## src/rtl/rcv_pkg.sv

```systemverilog
// Shared definitions for the receive row buffer head/tail pointer logic.
package rcv_pkg;

  localparam int DEF_DEPTH = 3;
  localparam int DEF_PTR_W = 2;

  // Pointer as seen by both the head (read) and tail (write) counters.
  typedef struct packed {
    logic                 tog;
    logic [DEF_PTR_W-1:0] idx;
  } rcv_ptr_t;

endpackage

```

## src/rtl/rcv_ptr_wrap.sv

```systemverilog
// Index+toggle wrapping counter: counts 0..DEPTH-1, inverts tog on wrap.
// A load takes priority over the enable.
module rcv_ptr_wrap
  import rcv_pkg::*;
#(
  parameter int DEPTH = DEF_DEPTH,
  parameter int PTR_W = DEF_PTR_W
) (
  input  logic             clk,
  input  logic             rst,
  input  logic             en,
  input  logic             load,
  input  logic [PTR_W-1:0] load_idx,
  input  logic             load_tog,
  output logic [PTR_W-1:0] idx,
  output logic             tog
);

  localparam logic [PTR_W-1:0] LAST_IDX = PTR_W'(DEPTH - 1);

  logic [PTR_W-1:0] idx_r;
  logic [PTR_W-1:0] idx_nxt_s;
  logic             tog_r;
  logic             tog_nxt_s;

  // Next pointer value: load, advance with wrap, or hold.
  always_comb begin
    idx_nxt_s = idx_r;
    tog_nxt_s = tog_r;
    if (load) begin
      idx_nxt_s = load_idx;
      tog_nxt_s = load_tog;
    end else if (en) begin
      if (idx_r == LAST_IDX) begin
        idx_nxt_s = {PTR_W{1'b0}};
        tog_nxt_s = ~tog_r;
      end else begin
        idx_nxt_s = idx_r + PTR_W'(1);
        tog_nxt_s = tog_r;
      end
    end else begin
      idx_nxt_s = idx_r;
      tog_nxt_s = tog_r;
    end
  end

  // Pointer register.
  always_ff @(posedge clk) begin
    if (rst) begin
      idx_r <= {PTR_W{1'b0}};
      tog_r <= 1'b0;
    end else begin
      idx_r <= idx_nxt_s;
      tog_r <= tog_nxt_s;
    end
  end

  assign idx = idx_r;
  assign tog = tog_r;

endmodule

```

## src/rtl/rcv_fifo_head_rd.sv

```systemverilog
// Read-side controller of the receive row buffer: head pointer, status and
// registered valid/ready output stage. Define RCV_OVF_DET_EN for ovf_err.
module rcv_fifo_head_rd
  import rcv_pkg::*;
#(
  parameter int DEPTH = DEF_DEPTH,
  parameter int PTR_W = DEF_PTR_W,
  parameter int ROW_W = 8
) (
  input  logic             clk,
  input  logic             rst,
  input  logic [PTR_W-1:0] tail_ptr,
  input  logic             tail_tog,
  input  logic [ROW_W-1:0] row_data,
  input  logic             flush,
  input  logic             out_ready,
  output logic [PTR_W-1:0] head_ptr,
  output logic             head_tog,
  output logic [ROW_W-1:0] out_data,
  output logic             out_valid,
  output logic             empty,
  output logic             full,
  output logic [PTR_W:0]   occupancy
`ifdef RCV_OVF_DET_EN
  ,
  output logic             ovf_err
`endif
);

  localparam logic [PTR_W:0] DEPTH_W = (PTR_W + 1)'(DEPTH);

  logic [PTR_W-1:0] head_idx_s;
  logic             head_tog_s;
  logic             empty_s;
  logic             full_s;
  logic             pop_s;
  logic [PTR_W:0]   occ_s;
  logic [PTR_W:0]   head_ext_s;
  logic [PTR_W:0]   tail_ext_s;
  logic [ROW_W-1:0] out_data_r;
  logic             out_valid_r;

  rcv_ptr_wrap #(
    .DEPTH (DEPTH),
    .PTR_W (PTR_W)
  ) u_head (
    .clk      (clk),
    .rst      (rst),
    .en       (pop_s),
    .load     (flush),
    .load_idx (tail_ptr),
    .load_tog (tail_tog),
    .idx      (head_idx_s),
    .tog      (head_tog_s)
  );

  assign head_ext_s = {1'b0, head_idx_s};
  assign tail_ext_s = {1'b0, tail_ptr};

  // Status from the registered head against the live tail.
  always_comb begin
    empty_s = (head_idx_s == tail_ptr) && (head_tog_s == tail_tog);
    full_s  = (head_idx_s == tail_ptr) && (head_tog_s != tail_tog);
    if (head_tog_s == tail_tog) begin
      occ_s = tail_ext_s - head_ext_s;
    end else begin
      occ_s = DEPTH_W - head_ext_s + tail_ext_s;
    end
  end

  assign pop_s = !empty_s && (!out_valid_r || out_ready) && !flush;

  // Output stage: flush drops it, pop reloads it, an accepted beat empties it.
  always_ff @(posedge clk) begin
    if (rst) begin
      out_data_r  <= {ROW_W{1'b0}};
      out_valid_r <= 1'b0;
    end else if (flush) begin
      out_data_r  <= out_data_r;
      out_valid_r <= 1'b0;
    end else if (pop_s) begin
      out_data_r  <= row_data;
      out_valid_r <= 1'b1;
    end else if (out_valid_r && out_ready) begin
      out_data_r  <= out_data_r;
      out_valid_r <= 1'b0;
    end else begin
      out_data_r  <= out_data_r;
      out_valid_r <= out_valid_r;
    end
  end

  assign head_ptr  = head_idx_s;
  assign head_tog  = head_tog_s;
  assign out_data  = out_data_r;
  assign out_valid = out_valid_r;
  assign empty     = empty_s;
  assign full      = full_s;
  assign occupancy = occ_s;

`ifdef RCV_OVF_DET_EN
  logic [PTR_W-1:0] tail_ptr_prev_r;
  logic             tail_tog_prev_r;
  logic             full_prev_r;
  logic             ovf_err_r;

  // A tail move right after a full cycle means the writer overran the buffer.
  always_ff @(posedge clk) begin
    if (rst) begin
      tail_ptr_prev_r <= {PTR_W{1'b0}};
      tail_tog_prev_r <= 1'b0;
      full_prev_r     <= 1'b0;
      ovf_err_r       <= 1'b0;
    end else begin
      tail_ptr_prev_r <= tail_ptr;
      tail_tog_prev_r <= tail_tog;
      full_prev_r     <= full_s;
      if (flush) begin
        ovf_err_r <= 1'b0;
      end else if (full_prev_r &&
                   ({tail_tog, tail_ptr} != {tail_tog_prev_r, tail_ptr_prev_r})) begin
        ovf_err_r <= 1'b1;
      end else begin
        ovf_err_r <= ovf_err_r;
      end
    end
  end

  assign ovf_err = ovf_err_r;
`endif

endmodule

```

## config.mk

```make
export PLATFORM = sky130hd
export DESIGN_NAME = rcv_fifo_head_rd
export DESIGN_NICKNAME = d
export VERILOG_FILES = /design/src/rtl/rcv_pkg.sv /design/src/rtl/rcv_ptr_wrap.sv /design/src/rtl/rcv_fifo_head_rd.sv
export SDC_FILE = /design/constraint.sdc
export NUM_CORES = 1
export LEC_CHECK = 0
export CAP_MARGIN = 40
export CORE_ASPECT_RATIO = 1.5
export CORE_MARGIN = 2
export CORE_UTILIZATION = 30
export CTS_BUF_LIST = sky130_fd_sc_hd__clkbuf_16
export CTS_CLUSTER_SIZE = 30
export DETAILED_ROUTE_END_ITERATION = 7
export DONT_BUFFER_PORTS = 1
export PLACE_DENSITY_LB_ADDON = 0.05
export SETUP_SLACK_MARGIN = 0.3
export SKIP_LAST_GASP = 1
export SYNTH_ARGS = -nofsm -noshare
export SYNTH_HDL_FRONTEND = slang
export SYNTH_SLANG_ARGS = --single-unit
```

## constraint.sdc

```tcl
create_clock -name clk -period 2.3 [get_ports clk]
set_clock_uncertainty 0.15 [all_clocks]
set_input_delay 0 -clock clk [delete_from_list [all_inputs] [get_ports clk]]
set_output_delay 0 -clock clk [all_outputs]
set_load 0.005 [all_outputs]
```

## Yosys cells after proc, flatten, opt, wreduce, memory -nomap -nowiden

Cells that the tools add are included.

| cells by class | value |
|---|---|
| add/sub/neg operators | 4 |
| equality and inequality tests | 4 |
| bitwise operators | 2 |
| reductions and logical operators | 15 |
| mux-type cells | 9 |

Operator list:

| kind | count |
|---|---|
| 2-bit two-way mux | 3 |
| 2-bit nonzero test | 3 |
| 1-bit logical AND | 5 |
| 1-bit two-way mux | 5 |
| 2-bit AND reduction | 2 |
| 3-bit by 2-bit adder with 3-bit output | 1 |
| 1-bit zero test | 3 |
| 3-bit two-way mux | 1 |
| 2-bit by 2-bit subtractor with 3-bit output | 1 |
| 2-bit by 2-bit subtractor with 3-bit output, first input constant | 1 |
| 2-bit by 1-bit adder with 2-bit output, second input constant | 1 |
| 2-bit == test | 1 |
| 2-bit == test, second input constant | 1 |
| 1-bit inverter | 2 |
| 2-bit OR reduction | 1 |
| 1-bit == test | 1 |
| 1-bit logical OR | 1 |
| 1-bit inequality test | 1 |

| storage, ports and cells | value |
|---|---|
| register bits after elaboration | 12 |
| logic and storage cells | 38 |
| output and inout port bits | 17 |
| input bits | 15 |

## Depth between registers and ports, before layout

| depth | value |
|---|---|
| word-level depth | 7 |
| gate-level depth with buffers | 7 |
| mapped depth without buffers | 7 |

## By module

From an unflattened synthesis, not the netlist that was laid out.

| unflattened totals | value |
|---|---|
| cells, all modules | 76 |
| area, all modules | 708.2 µm² |

Modules (own cells, without submodules):

| module | instances | area an instance (µm²) | cells an instance | seq. area each (µm²) |
|---|---|---|---|---|
| rcv_fifo_head_rd | 1 | 556.8 | 59 | 180.2 |
| rcv_ptr_wrap | 1 | 151.4 | 17 | 60.1 |

## Worst setup path before layout

OpenSTA, ideal clock, no wires.

| timing | value |
|---|---|
| path kind | reg-to-reg |
| from | register u_head.idx_r[1] (netlist: u_head.idx[1]) |
| to | register out_data_r[0] (netlist: out_data[0]) |
| arrival time | 1.707 ns |
| clock period less this slack | 1.985 ns |
| buffers on the path | 0 |
| stages on the path, launching flop included | 7 |
| library setup time | 0.128 ns |
| required time | 2.022 ns |
| path slack | 0.315 ns |
| cells stage by stage | dfxtp_1 > inv_1 > ha_1 > and2_1 > a211oi_4 > mux2i_1 > nor2_1 |

| between the ends | value |
|---|---|
| word-level cells in the longest chain between the ends | 6 |

RTL lines:

| item | RTL line | source |
|---|---|---|
| start: declaration | rcv_ptr_wrap.sv:21 | `logic [PTR_W-1:0] idx_r;` |
| start signal: assignment | rcv_ptr_wrap.sv:50 | `idx_r <= {PTR_W{1'b0}};` |
| start signal: assignment | rcv_ptr_wrap.sv:53 | `idx_r <= idx_nxt_s;` |
| 2-bit == test | rcv_fifo_head_rd.sv:62 | `empty_s = (head_idx_s == tail_ptr) && (head_tog_s == tail_tog);` |
| 1-bit logical AND | rcv_fifo_head_rd.sv:62 |  |
| 1-bit zero test | rcv_fifo_head_rd.sv:71 | `assign pop_s = !empty_s && (!out_valid_r \|\| out_ready) && !flush;` |
| 1-bit logical AND (2 in series) | rcv_fifo_head_rd.sv:71 |  |
| 2-bit AND reduction (no source line) | -- |  |
| end signal: assignment | rcv_fifo_head_rd.sv:76 | `out_data_r <= {ROW_W{1'b0}};` |
| end signal: assignment | rcv_fifo_head_rd.sv:79 | `out_data_r <= out_data_r;` |
| end signal: assignment | rcv_fifo_head_rd.sv:82 | `out_data_r <= row_data;` |
| end: declaration | rcv_fifo_head_rd.sv:40 | `logic [ROW_W-1:0] out_data_r;` |

Every way passes these cells.
A chain may end at the register's enable or synchronous reset.

## Worst setup path in the final report

| timing | value |
|---|---|
| from | register u_head.idx_r[1] (netlist: u_head.idx[1]) |
| to | register out_data_r[6] (netlist: out_data[6]) |

Same word-level chain as after synthesis.

==> results_dict.tcl <==
set metrics [dict create \
    status "finished, final reports clean" \
    num-fill-cells 214 \
    ys_seq_area_share_pct 37.4 \
    io_pins 32 \
    cpPeakStageDelay_ns 0.37 \
    post-route-util_pct 44.9 \
    p_per_area_mw_per_mm2 755 \
    worst_slack_ns 0.485 \
    place.gp.congestion 0.742 \
    dp_hpwl_mm 1.05 \
    grt_usage_pct 12.4 \
    path_class "reg2reg" \
    grt_setup_unrepaired "false" \
    cp_max_fo 8 \
    slowest_stage "dfxtp_4" \
    slew_headroom_pct 68.2 \
    route.vias.total 515 \
    die_y_um 60.7 \
    clk_latency_ns 0.24 \
    drt_pass1_iterations 2 \
    comb_power_share_pct 20.1 \
    whs_ns 0.0974 \
    cp.arrival_ns 1.77 \
    drv_slew 0 \
    end_kind "register" \
    ir_drop_mv 0.460 \
    num_rows 20 \
    intPower_mw 0.523 \
    dpl_worst_slack_ns 0.265 \
    swShare_pct 24.0 \
    die-area_mm2 0.00254 \
    grt_max_degree 13 \
    p_switching_mw 0.165 \
    core_area_mm2 0.00203 \
    stdcell_count 103 \
    finalNetCount 103 \
    wl_per_cell_um 13.9 \
    num_antenna_cells 0 \
    clock_sinks 12 \
    clk_pin_slew_worst_paths_ns 0.04 \
    detail-route-antenna-nets 0 \
    ys_seq_elements 12 \
    fin_crit_sh_pct 78.9 \
    p_leak_nw 0.392 \
    p_seq_share_pct 34.9 \
    cts_setup_buffers 0 \
    syn_nets 83 \
    antenna_found_initial 0 \
    wl_mm 1.44 \
    grt_pass1_vias 551 \
    syn_area_um2 643 \
    finalInstanceArea_um2 911 \
    cts_tree "yes" \
    fin_crit_ns 1.81 \
    finalPower_mw 0.688 \
    synth_cell_types 24 \
    worstMarginPinSlew_ns 0.475 \
    syn_inst 63 \
    die_x_um 41.8 \
    multiInputGateArea_um2 375 \
    cp_cell_sequence "inv_2 -> ha_1 -> and2_4 -> a211oi_4 -> buf_6 -> mux2i_1 -> nor2_1" \
    drcViolationCount 0 \
    clockBufferDepth 2 \
    fmax_ghz 0.551 \
    dp.cells 86 \
    initial_utilization_pct 31.7 \
    yosysWarnings 0 \
    numCtsBuffers 3 \
    hold_viol 0 \
    portBuffers 0 \
    grt_pass1_wl_mm 2.30 \
    setup_violations 0 \
    crit_required_ns 2.26 \
    drive_above_1_share_pct 17.3 \
    drt_iter0_drc 5 \
    cap_violations 0 \
    dpl-instance-area_um2 686 \
    cts.htree.levels 1 \
    cts_root_buf "clkbuf_16" \
    regArea_um2 244 \
    min_path_type "in2reg" \
    viasPerCell 5.00 \
    area_growth_syn_to_layout_pct 41.6 \
    synth.avg_cell_area_um2 10.2 \
    setup_tns_ns 0 \
    startpoint_type "register" \
    clock_power_share_pct 45.0 \
    gr-total-overflow 0 \
]
## cell usage after synthesis, drive strengths merged
cell type / instances / area, µm²
and2: 1 / 6.26
o21ai: 2 / 10.0
a2111oi: 1 / 15.0
nor2b: 1 / 6.26
and2b: 1 / 8.76
nand2b: 1 / 6.26
a41oi: 2 / 17.5
a21oi: 2 / 10.0
buf: 1 / 3.75
inv: 6 / 22.5
xnor2: 1 / 16.3
fa: 2 / 40.0
a211oi: 2 / 27.5
mux2: 1 / 11.3
ha: 3 / 37.5
dfxtp: 12 / 240
xor2: 2 / 17.5
clkbuf: 1 / 3.75
nor2: 9 / 33.8
mux2i: 8 / 80.1
o21a: 1 / 7.51
a221oi: 2 / 17.5
nand2: 1 / 3.75
## cell type report
cell class                      count  area share (%)
Multi-Input combinational cell     43            41.2
Sequential cell                    12            26.8
Timing Repair Buffer               17            18.3
Clock buffer                        3            8.24
Tap cell                           22            3.02
Inverter                            6            2.47
## layer usage
metal	routed length (µm)	vias up	global-route usage, %
li1	-	253	-
met1	564	241	11.8
met2	767	19	22.5
met3	86	2	3.27
met4	17	0	9.68
met5	0	-	0
## worst max-delay path: cells and delay by family, from the launching register on
| kind | cells | cell delay (ns) |
|---|---|---|
| compound gates | 1 | 0.24 |
| fa+ha+maj | 1 | 0.27 |
| buf+inv | 2 | 0.25 |
| flops | 1 | 0.37 |
| mux | 1 | 0.20 |
| simple gates | 2 | 0.21 |
## cells by family after synthesis
kind of cell               synth area share, %
and+or+nand+nor                           10.1
AOI/OAI and AO/OA                         16.3
DFF                                       37.4
muxes                                     14.2
buffers and inverters                     4.67
adders and majority gates                 12.1
xor gates and xnor gates                  5.25
## power groups by stage
stage	Clock (mW)	Sequential, mW	Combinational (mW)
3_5_place_dp	0	0.243	0.112
5_1_grt	0.325	0.242	0.154
4_1_cts	0.319	0.241	0.139
3_3_place_gp	0	0.244	0.112
2_1_floorplan	0	0.242	0.0891
6_report	0.309	0.240	0.138
## final timing paths
| check | start | to | slack (ns) | cells after the start |
|---|---|---|---|---|
| min reg2reg | out_data[3] | out_data[3] | 0.36 | 2 |
| max reg2reg | u_head.idx[1] | out_data[6] | 0.49 | 7 |
| max | u_head.idx[1] | out_data[6] | 0.49 | 7 |
| min | tail_tog | out_valid | 0.1 | 4 |
## sequential cells by signal (all words and copies together), names as in the netlist
signal      flops
out_data        8
out_valid       1
u_head.idx      2
u_head.tog      1
## cells in the final DEF (no fill, tap or decap), types with 2 or more instances in the layout
| cell | n |
|---|---|
| a221oi_1 | 2 |
| clkbuf_16 | 3 |
| xor2_1 | 2 |
| buf_4 | 2 |
| a21oi_1 | 2 |
| ha_1 | 3 |
| mux2i_1 | 8 |
| nor2_1 | 9 |
| fa_1 | 2 |
| inv_1 | 5 |
| dfxtp_1 | 11 |
| a41oi_1 | 2 |
| dlygate4sd3_1 | 14 |
| o21ai_0 | 2 |
## timing repair
action / in CTS / in global routing
hold endpoints to repair: 12 / 0
resized for setup: 2 / 4
endpoints found under the setup margin: 9 / 11
hold buffers: 14 / 0
(Power assumes the default switching activity.)
